--- src/rtl/cfu_issue_pkg.sv ---
// Shared types and sizing helpers for the CFU issue unit.
package cfu_issue_pkg;

  localparam int CFU_ID_W = 4;

  typedef struct packed {
    logic [CFU_ID_W-1:0] id;
    logic [31:0]         data;
    logic                err;
  } cfu_resp_entry_t;

  localparam int CFU_RESP_W = $bits(cfu_resp_entry_t);

  // Credit counter must hold the value MAX_OUT itself, hence the extra bit.
  function automatic int inflight_w(input int max_out);
    return $clog2(max_out) + 1;
  endfunction

endpackage

--- src/rtl/cfu_interface.sv ---
// Custom-function-unit request/response channel between a core initiator and a CFU responder.
// Both channels use valid/ready: a beat transfers on a cycle where valid and ready are both high,
// and the sender holds valid and payload stable until that cycle.
interface cfu_interface #(
  parameter int ID_W     = 4,
  parameter int STATUS_W = 2
);
  logic                req_valid;
  logic                req_ready;
  logic [ID_W-1:0]     req_id;
  logic [31:0]         req_data0;
  logic [31:0]         req_data1;
  logic                resp_valid;
  logic                resp_ready;
  logic [ID_W-1:0]     resp_id;
  logic [STATUS_W-1:0] resp_status;
  logic [31:0]         resp_data;

  modport initiator (
    output req_valid, req_id, req_data0, req_data1, resp_ready,
    input  req_ready, resp_valid, resp_id, resp_status, resp_data
  );

  modport responder (
    input  req_valid, req_id, req_data0, req_data1, resp_ready,
    output req_ready, resp_valid, resp_id, resp_status, resp_data
  );
endinterface

--- src/rtl/cfu_sync_fifo.sv ---
// Registered synchronous FIFO; DEPTH must be a power of two. Push when full and pop when empty are ignored.
module cfu_sync_fifo #(
  parameter int WIDTH = 8,
  parameter int DEPTH = 4
) (
  input  logic                     clk,
  input  logic                     rst_n,
  input  logic                     push_i,
  input  logic [WIDTH-1:0]         push_data_i,
  input  logic                     pop_i,
  output logic [WIDTH-1:0]         pop_data_o,
  output logic                     full_o,
  output logic                     empty_o,
  output logic [$clog2(DEPTH):0]   count_o
);

  localparam int AW = $clog2(DEPTH);
  localparam int CW = AW + 1;
  localparam logic [CW-1:0] DEPTH_C = CW'(DEPTH);

  logic [WIDTH-1:0] mem_q [DEPTH];
  logic [AW-1:0]    wr_ptr_q, wr_ptr_d;
  logic [AW-1:0]    rd_ptr_q, rd_ptr_d;
  logic [CW-1:0]    count_q, count_d;
  logic             push_ok, pop_ok;

  assign full_o     = (count_q == DEPTH_C);
  assign empty_o    = (count_q == '0);
  assign count_o    = count_q;
  assign pop_data_o = mem_q[rd_ptr_q];
  assign push_ok    = push_i & ~full_o;
  assign pop_ok     = pop_i & ~empty_o;

  always_comb begin
    wr_ptr_d = wr_ptr_q;
    rd_ptr_d = rd_ptr_q;
    count_d  = count_q;
    if (push_ok) wr_ptr_d = wr_ptr_q + 1'b1;
    if (pop_ok)  rd_ptr_d = rd_ptr_q + 1'b1;
    case ({push_ok, pop_ok})
      2'b10:   count_d = count_q + 1'b1;
      2'b01:   count_d = count_q - 1'b1;
      default: count_d = count_q;
    endcase
  end

  always_ff @(posedge clk) begin
    if (!rst_n) begin
      wr_ptr_q <= '0;
      rd_ptr_q <= '0;
      count_q  <= '0;
    end else begin
      wr_ptr_q <= wr_ptr_d;
      rd_ptr_q <= rd_ptr_d;
      count_q  <= count_d;
    end
  end

  // Storage needs no reset: reads are qualified by empty_o.
  always_ff @(posedge clk) begin
    if (push_ok) mem_q[wr_ptr_q] <= push_data_i;
  end

endmodule

--- src/rtl/cfu_issue_unit.sv ---
// Core-side CFU initiator: credit-limited tagged requests, in-order response buffering,
// expected-ID checking and a responder stall watchdog.
module cfu_issue_unit
  import cfu_issue_pkg::*;
#(
  parameter int ID_W    = CFU_ID_W,
  parameter int MAX_OUT = 4,
  parameter int TIMEOUT = 1024
) (
  input  logic              clk,
  input  logic              rst_n,
  input  logic              issue_valid,
  output logic              issue_ready,
  input  logic [ID_W-1:0]   issue_id,
  input  logic [31:0]       issue_rs1,
  input  logic [31:0]       issue_rs2,
  cfu_interface.initiator   cfu,
  output logic              wb_valid,
  input  logic              wb_ready,
  output logic [ID_W-1:0]   wb_id,
  output logic [31:0]       wb_data,
  output logic              wb_err,
  input  logic              clr_err,
  output logic              id_err,
  output logic              timeout_err
);

  localparam int IW = inflight_w(MAX_OUT);
  localparam int TW = (TIMEOUT > 1) ? $clog2(TIMEOUT) : 1;
  localparam logic [IW-1:0] MAX_OUT_C = IW'(MAX_OUT);
  localparam logic [TW-1:0] TO_LAST   = TW'(TIMEOUT - 1);

  logic              req_valid_q, req_valid_d;
  logic [ID_W-1:0]   req_id_q, req_id_d;
  logic [31:0]       req_data0_q, req_data0_d;
  logic [31:0]       req_data1_q, req_data1_d;
  logic [IW-1:0]     inflight_q, inflight_d;
  logic [TW-1:0]     to_cnt_q, to_cnt_d;
  logic              id_err_q, id_err_d;
  logic              to_err_q, to_err_d;

  logic              issue_hs, req_hs, resp_hs, wb_hs;
  logic              id_mismatch, resp_err, to_set;

  logic [ID_W-1:0]   exp_head;
  logic              exp_full, exp_empty;
  logic [IW-1:0]     exp_count;
  cfu_resp_entry_t   resp_in, resp_head;
  logic              resp_full, resp_empty;
  logic [IW-1:0]     resp_count;
  logic              unused_fifo_status;

  assign issue_ready = (inflight_q < MAX_OUT_C) & (~req_valid_q | cfu.req_ready);
  assign issue_hs    = issue_valid & issue_ready;
  assign req_hs      = req_valid_q & cfu.req_ready;
  assign resp_hs     = cfu.resp_valid & cfu.resp_ready;
  assign wb_hs       = wb_valid & wb_ready;

  // A response with nothing outstanding (e.g. right after reset) is an orphan and counts as a mismatch.
  assign id_mismatch = exp_empty | (cfu.resp_id != exp_head);
  assign resp_err    = (cfu.resp_status != '0) | id_mismatch;
  assign resp_in     = '{id: cfu.resp_id, data: cfu.resp_data, err: resp_err};

  cfu_sync_fifo #(.WIDTH(ID_W), .DEPTH(MAX_OUT)) u_exp_fifo (
    .clk         (clk),
    .rst_n       (rst_n),
    .push_i      (req_hs),
    .push_data_i (req_id_q),
    .pop_i       (resp_hs),
    .pop_data_o  (exp_head),
    .full_o      (exp_full),
    .empty_o     (exp_empty),
    .count_o     (exp_count)
  );

  cfu_sync_fifo #(.WIDTH(CFU_RESP_W), .DEPTH(MAX_OUT)) u_resp_fifo (
    .clk         (clk),
    .rst_n       (rst_n),
    .push_i      (resp_hs),
    .push_data_i (resp_in),
    .pop_i       (wb_hs),
    .pop_data_o  (resp_head),
    .full_o      (resp_full),
    .empty_o     (resp_empty),
    .count_o     (resp_count)
  );

  assign unused_fifo_status = ^{exp_full, exp_count, resp_count};

  always_comb begin
    req_valid_d = req_valid_q;
    req_id_d    = req_id_q;
    req_data0_d = req_data0_q;
    req_data1_d = req_data1_q;
    inflight_d  = inflight_q;
    to_cnt_d    = to_cnt_q;
    id_err_d    = id_err_q;
    to_err_d    = to_err_q;

    if (issue_hs) begin
      req_valid_d = 1'b1;
      req_id_d    = issue_id;
      req_data0_d = issue_rs1;
      req_data1_d = issue_rs2;
    end else if (req_hs) begin
      req_valid_d = 1'b0;
    end

    // Orphan writebacks never took a credit, so the counter must not underflow on them.
    case ({issue_hs, wb_hs && (inflight_q != '0)})
      2'b10:   inflight_d = inflight_q + 1'b1;
      2'b01:   inflight_d = inflight_q - 1'b1;
      default: inflight_d = inflight_q;
    endcase

    if (resp_hs || exp_empty)     to_cnt_d = '0;
    else if (to_cnt_q != TO_LAST) to_cnt_d = to_cnt_q + 1'b1;
    to_set = (to_cnt_q != TO_LAST) && (to_cnt_d == TO_LAST);

    if (resp_hs && id_mismatch) id_err_d = 1'b1;
    else if (clr_err)           id_err_d = 1'b0;

    if (to_set)       to_err_d = 1'b1;
    else if (clr_err) to_err_d = 1'b0;
  end

  always_ff @(posedge clk) begin
    if (!rst_n) begin
      req_valid_q <= 1'b0;
      req_id_q    <= '0;
      req_data0_q <= '0;
      req_data1_q <= '0;
      inflight_q  <= '0;
      to_cnt_q    <= '0;
      id_err_q    <= 1'b0;
      to_err_q    <= 1'b0;
    end else begin
      req_valid_q <= req_valid_d;
      req_id_q    <= req_id_d;
      req_data0_q <= req_data0_d;
      req_data1_q <= req_data1_d;
      inflight_q  <= inflight_d;
      to_cnt_q    <= to_cnt_d;
      id_err_q    <= id_err_d;
      to_err_q    <= to_err_d;
    end
  end

  assign cfu.req_valid  = req_valid_q;
  assign cfu.req_id     = req_id_q;
  assign cfu.req_data0  = req_data0_q;
  assign cfu.req_data1  = req_data1_q;
  assign cfu.resp_ready = ~resp_full;

  assign wb_valid    = ~resp_empty;
  assign wb_id       = wb_valid ? resp_head.id   : '0;
  assign wb_data     = wb_valid ? resp_head.data : '0;
  assign wb_err      = wb_valid & resp_head.err;
  assign id_err      = id_err_q;
  assign timeout_err = to_err_q;

endmodule

--- src/flat_wrapper.sv ---
// flat-port wrapper written by rule: the top's interface ports become plain ports
module cfu_issue_unit_flat import cfu_issue_pkg::*;
#(
  parameter int ID_W    = CFU_ID_W,
  parameter int MAX_OUT = 4,
  parameter int TIMEOUT = 1024
)
  (clk, rst_n, issue_valid, issue_ready, issue_id, issue_rs1, issue_rs2, wb_valid, wb_ready, wb_id, wb_data, wb_err, clr_err, id_err, timeout_err, cfu_req_valid, cfu_req_id, cfu_req_data0, cfu_req_data1, cfu_resp_ready, cfu_req_ready, cfu_resp_valid, cfu_resp_id, cfu_resp_status, cfu_resp_data);
  cfu_interface #(.ID_W(ID_W)) cfu_i ();
  input  logic clk;
  input  logic rst_n;
  input  logic issue_valid;
  output logic issue_ready;
  input  logic [ID_W-1:0] issue_id;
  input  logic [31:0] issue_rs1;
  input  logic [31:0] issue_rs2;
  output logic wb_valid;
  input  logic wb_ready;
  output logic [ID_W-1:0] wb_id;
  output logic [31:0] wb_data;
  output logic wb_err;
  input  logic clr_err;
  output logic id_err;
  output logic timeout_err;
  output wire logic [$bits(cfu_i.req_valid)-1:0] cfu_req_valid;
  output wire logic [$bits(cfu_i.req_id)-1:0] cfu_req_id;
  output wire logic [$bits(cfu_i.req_data0)-1:0] cfu_req_data0;
  output wire logic [$bits(cfu_i.req_data1)-1:0] cfu_req_data1;
  output wire logic [$bits(cfu_i.resp_ready)-1:0] cfu_resp_ready;
  input wire logic [$bits(cfu_i.req_ready)-1:0] cfu_req_ready;
  input wire logic [$bits(cfu_i.resp_valid)-1:0] cfu_resp_valid;
  input wire logic [$bits(cfu_i.resp_id)-1:0] cfu_resp_id;
  input wire logic [$bits(cfu_i.resp_status)-1:0] cfu_resp_status;
  input wire logic [$bits(cfu_i.resp_data)-1:0] cfu_resp_data;
  assign cfu_req_valid = cfu_i.req_valid;
  assign cfu_req_id = cfu_i.req_id;
  assign cfu_req_data0 = cfu_i.req_data0;
  assign cfu_req_data1 = cfu_i.req_data1;
  assign cfu_resp_ready = cfu_i.resp_ready;
  assign cfu_i.req_ready = cfu_req_ready;
  assign cfu_i.resp_valid = cfu_resp_valid;
  assign cfu_i.resp_id = cfu_resp_id;
  assign cfu_i.resp_status = cfu_resp_status;
  assign cfu_i.resp_data = cfu_resp_data;
  cfu_issue_unit #(.ID_W(ID_W), .MAX_OUT(MAX_OUT), .TIMEOUT(TIMEOUT)) u_core (.clk(clk), .rst_n(rst_n), .issue_valid(issue_valid), .issue_ready(issue_ready), .issue_id(issue_id), .issue_rs1(issue_rs1), .issue_rs2(issue_rs2), .cfu(cfu_i), .wb_valid(wb_valid), .wb_ready(wb_ready), .wb_id(wb_id), .wb_data(wb_data), .wb_err(wb_err), .clr_err(clr_err), .id_err(id_err), .timeout_err(timeout_err));
endmodule
--- config.mk ---
export PLATFORM = sky130hd
export DESIGN_NAME = cfu_issue_unit_flat
export DESIGN_NICKNAME = d
export VERILOG_FILES = /design/src/rtl/cfu_issue_pkg.sv /design/src/rtl/cfu_interface.sv /design/src/rtl/cfu_sync_fifo.sv /design/src/rtl/cfu_issue_unit.sv /design/src/flat_wrapper.sv
export SDC_FILE = /design/constraint.sdc
export NUM_CORES = 1
export LEC_CHECK = 0
export BUFFER_PORTS_ARGS = -buffer_cell sky130_fd_sc_hd__buf_2
export CORE_UTILIZATION = 45
export CTS_CLUSTER_SIZE = 28
export DETAILED_ROUTE_END_ITERATION = 10
export MAX_ROUTING_LAYER = met4
export PLACE_DENSITY_LB_ADDON = 0.1
export SKIP_LAST_GASP = 1
export SLEW_MARGIN = 40
export SYNTH_ARGS = -nofsm -noshare
export SYNTH_HDL_FRONTEND = slang
export SYNTH_HIERARCHICAL = 1
export SYNTH_SLANG_ARGS = --single-unit
--- constraint.sdc ---
create_clock -name clk -period 2.8 [get_ports clk]
set_clock_uncertainty 0.15 [all_clocks]
set_input_delay 0.28 -clock clk [delete_from_list [all_inputs] [get_ports clk]]
set_output_delay 0.28 -clock clk [all_outputs]
set_load 0.1 [all_outputs]
==> results.yml <==
critical_path:
  endpoint_kind: "primary output"
  cp.required_ns: 2.37
  cp.arrival_ns: 2.22
  cp_max_fo: 15
  worstSetupStartpointType: "flop"
  path_class: "flop to primary output"
finish:
  areaGrowthSynthToFinish_pct: 34.39
  seq_area_um2: 6973
  drive_above_1_share_pct: 30.64
  utilization_pct: 61.93
  nNetsFinal: 1245
  fill_cells: 1769
  multi_input_area_um2: 3198
  insertedDiodeCount: 0
sta:
  report.final.slew_viol_count: 0
  relSlewSlack_pct: 51.39
  setup_tns_ns: 0
  period_share_pct: 94.58
  clock.fmax_ghz: 0.3776
  period_needed_ns: 2.648
  worst_pin_slew_ns: 0.7291
  whs_ns: 0.07647
  finalSetupViolCount: 0
  rsz0062_at_grt: "false"
  final-hold-violation-count: 0
pwr:
  leakagePower_nw: 5.440
  powerDensity_nw_per_um2: 1009
  ir_worst_vdd_uv: 577.7
run_status:
  status: "finished, final reports clean"
place:
  numPortBuffers: 223
  dp_hpwl_mm: 14.21
  place_congestion: 0.7956
floorplanning:
  io_pins: 224
  fp.dieH_um: 154.5
  die_w_um: 154.5
  dieArea_um2: 23870
  rows: 55
  initial_core_util_pct: 46.08
  core_area_um2: 22710
job:
  cap_violations: 0
logic_synthesis:
  ys.flop_type: "edfxtp_1"
  ys_top_cells_by_count: "edfxtp_1 (164), nand2_1 (159), dfxtp_1 (102)"
  avgSynthCellArea_um2: 13.38
  synth_top_area_share_pct: 47.06
  synth_warnings: 6
  synthCells: 782
  async_reset_ff_share_pct: 0
  synth_area_um2: 10470
  yosysMostFrequentCell: "edfxtp_1"
  postSynthNetCount: 910
  ys_seq_area_share_pct: 66.57
  synth_top_cells_by_area: "edfxtp_1 (47%), dfxtp_1 (20%), mux4_2 (8.8%)"
  ys_ff_latch: 266
  ys_types: 49
  synth_enable_flop_cells: 164
  synth_top_area_cell: "edfxtp_1"
routing:
  drtIter0Drc: 369
  ant_nets: 0
  via_per_inst: 5.025
  dr.pass1.iters: 5
  num_vias: 7155
  drt-total-wl_mm: 23.00
  drc: 0
  post_drt_wl_per_cell_um: 16.15
clock_network:
  htreeDepth: 1
  cts_tree: "yes"
  cts_setup_buffers: 0
  path_clk_slew_ns: 0.06
  numClockSinks: 266
  clk_latency_ns: 0.53
  cts_root_buffer: "clkbuf_16"
  cts_inserted_buffers: 28
  clock_path_buffers: 3
global_route:
  grt_pass1_vias: 7309
  grt_usage_pct: 19.85
  grt_overflow: 0
  grt_max_degree: 75
  grt_pass1_wl_mm: 36.69
  antenna_found_initial: 0
worst_hold_path:
  min-delay-path-class: "input pin to flop"
[critical path, cell delays in order (launching register included)]
cell	delay, ns
dfxtp_2	0.58
buf_4	0.31
mux4_2	0.21
nor2b_1	0.15
buf_2	0.45
[cell families after synthesis]
group / synth area share, %
flops: 66.57
mux: 9.302
fa+ha+maj: 2.009
buf+inv: 3.156
compound gates: 5.548
xor+xnor: 0.9206
simple gates: 12.49
[placed cells by master, fill, tap and decap left out, types with 3 or more instances in the layout]
cell type / n
buf_12: 10
dfxtp_1: 99
clkinv_2: 7
fa_1: 3
xor2_1: 6
and2_1: 10
dlygate4sd3_1: 108
a21oi_1: 74
clkbuf_16: 31
ha_1: 11
mux2i_1: 5
and2_2: 5
inv_2: 3
nand3_1: 6
edfxtp_1: 164
or3_1: 6
a21boi_1: 3
inv_1: 21
and3_1: 5
clkbuf_1: 5
nor2b_1: 44
nor3_1: 4
nand2_1: 159
nor2_1: 17
bufinv_16: 4
buf_4: 7
xnor2_1: 5
o21ai_0: 13
mux4_2: 41
buf_2: 223
[repair_timing]
item,4_1_cts,5_1_grt
hold endpoints to repair,219,0
hold buffers,108,0
resized for setup,0,0
[worst paths after layout]
check	start	to	slack (ns)	cells after the start
worst max-delay path	flop	wb_data[31]	0.15	4
worst min-delay path	rst_n	u_core/u_exp_fifo/wr_ptr_q[0]	0.08	3
worst max register to register	u_core/u_resp_fifo/count_o[2]	u_core/u_resp_fifo/count_o[2]	0.27	11
worst min register to register	u_core/cfu.req_data0[28]	u_core/cfu.req_data0[28]	0.30	2
[metal layers]
layer / vias up / track usage [%] / part of all wire (%)
met5: - / - / 0
met4: 0 / 5.799 / 2.6
met3: 47 / 3.334 / 5.5
met2: 236 / 34.35 / 50
met1: 3418 / 23.88 / 42
li1: 3454 / - / -
[flip-flops by register name, summed over array words and instances (netlist names), 4 cells and up, named ones only]
register	flops
u_core/u_exp_fifo/mem_q	16
u_core/cfu.req_data1	32
u_core/u_resp_fifo/mem_q	148
u_core/cfu.req_id	4
u_core/cfu.req_data0	32
u_core/to_cnt_q	10
[per-stage QoR]
step	cell area [um^2]	cells	worst slack, ns	total power, mW
2_1_floorplan	10500	782	0.006456	9.357
3_3_place_gp	11990	1264	0.3101	10.28
3_5_place_dp	11990	1264	0.2490	10.31
4_1_cts	14060	1424	0.06486	14.34
5_1_grt	14060	1424	0.01397	14.76
6_report	14060	1424	0.1519	14.19
[layout make-up]
class,instances,share of cell area (%)
inverter,24,0.6406
sequential,266,49.58
multi-input combinational,449,22.74
tap,285,2.536
timing repair buffer,348,17.42
clock buffer,37,5.747
clock inverter,15,1.335
[power by group]
group	leakage [nW]	switching, mW	internal, mW	total (mW)
registers	2.34	0.191	4.58	4.78
logic	2.62	4.31	1.22	5.53
clock network	0.488	1.48	2.40	3.89
total	5.44	5.98	8.21	14.2
Note: power is estimated with default switching activity, not from simulation.
